--- src/rtl/neuron_pkg.sv ---
// Shared types and widths for the neuron MAC engine.
package neuron_pkg;
  localparam int DATA_W = 32;
  localparam int OPND_W = 16;
  localparam int CNT_W  = 16;

  typedef enum logic [1:0] {S_IDLE, S_FETCH, S_MAC, S_DONE} state_e;
endpackage

--- src/rtl/neuron_mac_unit.sv ---
// Signed 16x16 multiply feeding a wrapping 32-bit accumulator.
// sum is the value the accumulator takes if en is asserted this cycle.
module neuron_mac_unit
  import neuron_pkg::*;
(
  input  logic              clk,
  input  logic              rst,
  input  logic              clr,
  input  logic              en,
  input  logic [OPND_W-1:0] a,
  input  logic [OPND_W-1:0] b,
  output logic [DATA_W-1:0] sum
);
  logic signed [DATA_W-1:0] prod;
  logic [DATA_W-1:0] acc_q, acc_d;

  assign prod = $signed(a) * $signed(b);
  assign sum  = acc_q + DATA_W'(prod);

  always_comb begin
    acc_d = acc_q;
    if (clr)     acc_d = '0;
    else if (en) acc_d = sum;
  end

  always_ff @(posedge clk or posedge rst) begin
    if (rst) acc_q <= '0;
    else     acc_q <= acc_d;
  end
endmodule

--- src/rtl/neuron_mac_master.sv ---
// Control FSM plus two independent Avalon-MM read channels (image, weight)
// that fetch one operand pair per element and accumulate K*K products.
module neuron_mac_master
  import neuron_pkg::*;
#(
  parameter logic [DATA_W-1:0] WEI_BASE = 32'h0000_0000,
  parameter bit                RELU     = 1'b1
) (
  input  logic              clk_clk,
  input  logic              reset_reset,
  input  logic              control_start,
  input  logic              control_clear,
  input  logic [DATA_W-1:0] control_base_addr,
  input  logic [7:0]        control_kernel_size,
  output logic              control_done,
  output logic [DATA_W-1:0] control_result,
  output logic [DATA_W-1:0] control_addr_img,
  output logic [DATA_W-1:0] control_addr_wei,
  output logic              img_read,
  output logic              img_write,
  output logic [DATA_W-1:0] img_address,
  output logic [DATA_W-1:0] img_writedata,
  input  logic [DATA_W-1:0] img_readdata,
  input  logic              img_waitrequest,
  output logic              weight_read,
  output logic              weight_write,
  output logic [DATA_W-1:0] weight_address,
  output logic [DATA_W-1:0] weight_writedata,
  input  logic [DATA_W-1:0] weight_readdata,
  input  logic              weight_waitrequest
);
  state_e state_q, state_d;
  logic [DATA_W-1:0] base_q, base_d, img_adr_q, img_adr_d, wei_adr_q, wei_adr_d;
  logic [DATA_W-1:0] addr_img_q, addr_img_d, addr_wei_q, addr_wei_d, result_q, result_d;
  logic [CNT_W-1:0]  n_q, n_d, i_q, i_d, i_nxt, n_new;
  logic [OPND_W-1:0] img_dat_q, img_dat_d, wei_dat_q, wei_dat_d;
  logic abort_q, abort_d, abort_now, done_q, done_d;
  logic img_rd_q, img_rd_d, wei_rd_q, wei_rd_d, img_got_q, img_got_d, wei_got_q, wei_got_d;
  logic img_cap, wei_cap, acc_clr, acc_en;
  logic [DATA_W-1:0] acc_sum;
  // Operands are 16-bit; the upper halves of the read buses are don't-care.
  logic unused_hi;
  assign unused_hi = ^{img_readdata[DATA_W-1:OPND_W], weight_readdata[DATA_W-1:OPND_W]};

  neuron_mac_unit u_mac (
    .clk(clk_clk), .rst(reset_reset), .clr(acc_clr), .en(acc_en),
    .a(img_dat_q), .b(wei_dat_q), .sum(acc_sum)
  );

  always_comb begin
    state_d = state_q;  base_d = base_q;  n_d = n_q;  i_d = i_q;
    abort_d = abort_q;  done_d = done_q;  result_d = result_q;
    img_rd_d = img_rd_q;  wei_rd_d = wei_rd_q;  img_got_d = img_got_q;  wei_got_d = wei_got_q;
    img_dat_d = img_dat_q;  wei_dat_d = wei_dat_q;  img_adr_d = img_adr_q;  wei_adr_d = wei_adr_q;
    addr_img_d = addr_img_q;  addr_wei_d = addr_wei_q;
    acc_clr = 1'b0;  acc_en = 1'b0;
    img_cap   = img_rd_q && !img_waitrequest;
    wei_cap   = wei_rd_q && !weight_waitrequest;
    i_nxt     = i_q + 1'b1;
    n_new     = CNT_W'(control_kernel_size) * CNT_W'(control_kernel_size);
    abort_now = abort_q || control_clear;
    case (state_q)
      S_IDLE: if (control_start) begin
        base_d = control_base_addr;  n_d = n_new;  i_d = '0;  abort_d = 1'b0;  acc_clr = 1'b1;
        if (n_new == '0) begin
          state_d = S_DONE;  done_d = 1'b1;  result_d = '0;
        end else begin
          state_d = S_FETCH;  img_rd_d = 1'b1;  wei_rd_d = 1'b1;
          img_got_d = 1'b0;  wei_got_d = 1'b0;
          img_adr_d = control_base_addr;  wei_adr_d = WEI_BASE;
        end
      end
      S_FETCH: begin
        abort_d = abort_now;
        if (img_cap) begin
          img_rd_d = 1'b0;  img_got_d = 1'b1;  img_dat_d = img_readdata[OPND_W-1:0];  addr_img_d = img_adr_q;
        end
        if (wei_cap) begin
          wei_rd_d = 1'b0;  wei_got_d = 1'b1;  wei_dat_d = weight_readdata[OPND_W-1:0];  addr_wei_d = wei_adr_q;
        end
        // Abort only takes effect once neither channel has a read outstanding.
        if ((img_got_q || img_cap) && (wei_got_q || wei_cap))
          state_d = abort_now ? S_IDLE : S_MAC;
      end
      S_MAC: begin
        if (abort_now) begin
          state_d = S_IDLE;
        end else begin
          acc_en = 1'b1;  i_d = i_nxt;
          if (i_nxt == n_q) begin
            state_d = S_DONE;  done_d = 1'b1;
            result_d = (RELU && acc_sum[DATA_W-1]) ? '0 : acc_sum;
          end else begin
            state_d = S_FETCH;  img_rd_d = 1'b1;  wei_rd_d = 1'b1;
            img_got_d = 1'b0;  wei_got_d = 1'b0;
            img_adr_d = base_q + DATA_W'({i_nxt, 2'b00});
            wei_adr_d = WEI_BASE + DATA_W'({i_nxt, 2'b00});
          end
        end
      end
      S_DONE: if (control_clear) begin
        state_d = S_IDLE;  done_d = 1'b0;  result_d = '0;
      end
      default: state_d = S_IDLE;
    endcase
  end

  always_ff @(posedge clk_clk or posedge reset_reset) begin
    if (reset_reset) begin
      state_q <= S_IDLE;  base_q <= '0;  n_q <= '0;  i_q <= '0;  abort_q <= 1'b0;
      done_q <= 1'b0;  result_q <= '0;  img_rd_q <= 1'b0;  wei_rd_q <= 1'b0;
      img_got_q <= 1'b0;  wei_got_q <= 1'b0;  img_dat_q <= '0;  wei_dat_q <= '0;
      img_adr_q <= '0;  wei_adr_q <= '0;  addr_img_q <= '0;  addr_wei_q <= '0;
    end else begin
      state_q <= state_d;  base_q <= base_d;  n_q <= n_d;  i_q <= i_d;  abort_q <= abort_d;
      done_q <= done_d;  result_q <= result_d;  img_rd_q <= img_rd_d;  wei_rd_q <= wei_rd_d;
      img_got_q <= img_got_d;  wei_got_q <= wei_got_d;  img_dat_q <= img_dat_d;  wei_dat_q <= wei_dat_d;
      img_adr_q <= img_adr_d;  wei_adr_q <= wei_adr_d;  addr_img_q <= addr_img_d;  addr_wei_q <= addr_wei_d;
    end
  end

  assign control_done     = done_q;
  assign control_result   = result_q;
  assign control_addr_img = addr_img_q;
  assign control_addr_wei = addr_wei_q;
  assign img_read         = img_rd_q;
  assign img_address      = img_adr_q;
  assign img_write        = 1'b0;
  assign img_writedata    = '0;
  assign weight_read      = wei_rd_q;
  assign weight_address   = wei_adr_q;
  assign weight_write     = 1'b0;
  assign weight_writedata = '0;
endmodule
--- config.mk ---
export PLATFORM = sky130hd
export DESIGN_NAME = neuron_mac_master
export DESIGN_NICKNAME = d
export VERILOG_FILES = /design/src/rtl/neuron_pkg.sv /design/src/rtl/neuron_mac_unit.sv /design/src/rtl/neuron_mac_master.sv
export SDC_FILE = /design/constraint.sdc
export NUM_CORES = 1
export LEC_CHECK = 0
export ABC_AREA = 1
export BUFFER_PORTS_ARGS = -buffer_cell sky130_fd_sc_hd__buf_2
export CAP_MARGIN = 30
export CORE_UTILIZATION = 60
export CTS_CLUSTER_DIAMETER = 40
export DETAILED_ROUTE_END_ITERATION = 8
export PLACE_DENSITY = 0.81
export SLEW_MARGIN = 25
export SYNTH_ARGS = -nofsm -noshare
export SYNTH_HDL_FRONTEND = slang
export SYNTH_SLANG_ARGS = --single-unit
export TNS_END_PERCENT = 5
--- constraint.sdc ---
create_clock -name clk_clk -period 24.5 [get_ports clk_clk]
set_input_delay 4.9 -clock clk_clk [delete_from_list [all_inputs] [get_ports clk_clk]]
set_output_delay 4.9 -clock clk_clk [all_outputs]
set_load 0.01 [all_outputs]
==> impl_metrics.csv <==
group,metric,value,unit
setup_path,worst-path-max-fanout,51,
setup_path,worstSetupStartpoint,"control_kernel_size[5]",
clocking,cts_tree,"built",
clocking,cts_buffer_depth,3,
clocking,clk_latency,580,ps
global_route,grt_use_met1,39.9,%
global_route,met3_usage,4.65,%
drt,first_pass_iters,8,
clocking,clkTransAtPathRegs,60,ps
drt,finalWirelength,68600,µm
synth,synth_edf_count,0,
cells_and_area,seqCellArea,0.00656,mm²
clocking,numCtsBuffers,44,
setup_path,critPathLaunchType,"primary input",
drt,num_vias,22133,
setup_path,crit_arrival,9800,ps
clocking,post_cts_buffers,0,
synth,synth_cells,3428,
global_route,grt_use_met2,52.2,%
cells_and_area,multi_input_comb_area,0.0169,mm²
placed_design,hpwl,52100,µm
sta,slew_viol_final,0,
synth,netlist_area,0.0270,mm²
hold_path,hold_class,"reg2reg",
clocking,h-tree-depth,2,
floorplan,ios,339,
global_route,grt-busiest-layer,"met2",
sta,fin_setup_tns,0,ps
global_route,grt.overflow.total,0,
sta,setup_viol,0,
sta,fin_crit,9370,ps
sta,fmax,107,MHz
sta,rsz0062_at_grt,"no",
drt,wl_per_cell,16.3,µm
sta,relSlewSlack,42.0,%
floorplan,rows,77,
synth,ys_seq_area_share,24.3,%
global_route,grt_start_max_net_pins,91,
cells_and_area,finalNetCount,4137,
run,maxCapViolCount,0,
global_route,first_global_vias,22195,
synth,yosysWarnings,0,
placed_design,gp_congestion,1.01,
global_route,antenna_found_initial,7,
setup_path,path_class,"in2reg",
placed_design,port_buffers,207,
drt,drc,0,
setup_path,r2r-start,"img_dat_q[15]",
global_route,grt_pass1_wl,113000,µm
cells_and_area,area_delta_synth_final,9.54,%
floorplan,die-area,0.0458,mm²
outcome,outcome,"complete, no violations",
hold_path,worstHoldStart,"control_result[25]",
clocking,cts_resized,0,
sta,period_share,38.2,%
floorplan,fp.coreArea,0.0442,mm²
drt,post_drt_via_cell_ratio,5.28,
sta,tightest_slew,871,ps
setup_path,end_kind,"flip-flop",
cells_and_area,drive_gt1_share,11.8,%
synth,async_flop_share,100,%
setup_path,crit_required,24930,ps
clocking,ctsRootBufferMaster,"clkbuf_16",
floorplan,die_w,214,µm
global_route,grt_use_total,30.8,%
clocking,cts_hold_buf,0,
drt,drtIter0Drc,1717,
sta,fin_worst_skew,28.2,ps
cells_and_area,nFillCells,3682,
floorplan,start_util,61.0,%
floorplan,dieHeight,214,µm
synth,ys_ff_latch,262,
clocking,clock_sinks,262,
synth,synth_flop_cell,"dfrtp_1",
synth,syn-mean-instance-area,7.86,µm²
setup_path,timing.reg2reg.setup_slack,17440,ps
sta,finalHoldViolCount,0,
drt,ant_nets,0,
synth,synth_cell_types,46,
==> layout make-up <==
type / count / area share (%)
Antenna cell: 6 / 0.0509
Inverter: 690 / 8.80
Sequential cell: 262 / 22.2
Clock inverter: 32 / 1.25
Timing Repair Buffer: 227 / 4.18
Clock buffer: 49 / 3.89
Multi-Input combinational cell: 2337 / 57.1
Tap cell: 592 / 2.51
==> layer usage <==
layer  up-vias  wire [µm]
li1      10428          -
met1     10757      28200
met2       792      33600
met3       152       4380
met4         4       2360
met5         -         26
==> stage by stage <==
stage                     hold WS [ps]  utilization (%)  std cells  setup WS, ps  area, µm²
after floorplan                    449                -       3526         12390      27300
after global placement             459             63.1       4105         14660      27900
after detailed placement           463             63.1       4105         14600      27900
after CTS                          475             66.6       4186         15160      29400
after global routing               488             66.8       4194         14760      29500
final                              477             66.8       4195         15130      29500
==> worst max-delay path, cell delays in order <==
cell,delay (ps)
buf_2,170
nand2_1,80
inv_1,50
fa_1,600
fa_1,450
fa_1,490
inv_1,50
fa_1,470
inv_1,40
ha_1,330
nand2_1,120
inv_1,40
a21oi_1,230
nand2_1,80
nand2_1,60
nand2_1,60
nor2_1,110
nand2_1,80
nor2_1,190
nand4_2,260
nand3_2,190
buf_4,510
o21ai_0,180
==> cells by family after synthesis <==
kind of cell | count (synthesis) | share of synthesized area [%]
xor gates and xnor gates | 34 | 1.10
DFF | 262 | 24.3
AOI/OAI and AO/OA | 215 | 4.18
buffers and inverters | 927 | 14.5
adders and majority gates | 465 | 30.4
muxes | 80 | 3.34
and+or+nand+nor | 1444 | 22.1
other | 1 | 0.0139
==> synthesized netlist by cell type, types with 5 or more instances <==
cell,number,area share [%]
dfrtp_1,262,24
buf_1,5,0.070
or2_2,12,0.28
nand4_1,62,1.4
mux2_2,79,3.3
nor3_1,14,0.26
buf_4,107,3.0
nand2_1,997,14
xnor2_1,10,0.32
xor2_1,24,0.78
clkbuf_1,110,1.5
o22ai_1,7,0.16
nor2_1,181,2.5
buf_2,12,0.22
inv_1,685,9.5
nor2_2,6,0.14
nand3_1,147,2.7
fa_1,318,24
o21ai_0,122,2.3
a21oi_1,69,1.3
nor4_1,5,0.12
nand3b_1,10,0.28
ha_1,147,6.8
==> state kept, by name, summed over array words and instances, names as in the netlist, 2 cells and up <==
signal	flops
i_q	16
img_address	32
wei_dat_q	16
state_q	2
n_q	15
img_dat_q	16
base_q	32
u_mac.acc_q	32
control_addr_wei	16
control_addr_img	32
weight_address	16
control_result	31
==> worst paths after layout <==
check                                      end  cells after the start
min in group asynchronous  control_addr_wei[8]                      2
max                            img_address[29]                     23
max reg2reg                 control_result[13]                     27
min reg2reg                 control_result[25]                      2
min                         control_result[25]                      2
max in group asynchronous        wei_dat_q[15]                      5
==> cell usage in the layout, fill, tap and decap left out, types with 24 or more instances in the layout <==
master / instances
dfrtp_1: 262
buf_2: 207
o21ai_0: 122
a21oi_1: 69
nand4_1: 62
fa_1: 318
nand3_1: 147
conb_1: 99
ha_1: 146
nor2_1: 179
mux2_2: 79
inv_1: 684
nand2_1: 994
xor2_1: 24
clkbuf_16: 44
Power is not shown: default switching activity piles up to over one toggle a cycle in this logic, so the estimate is an artifact.
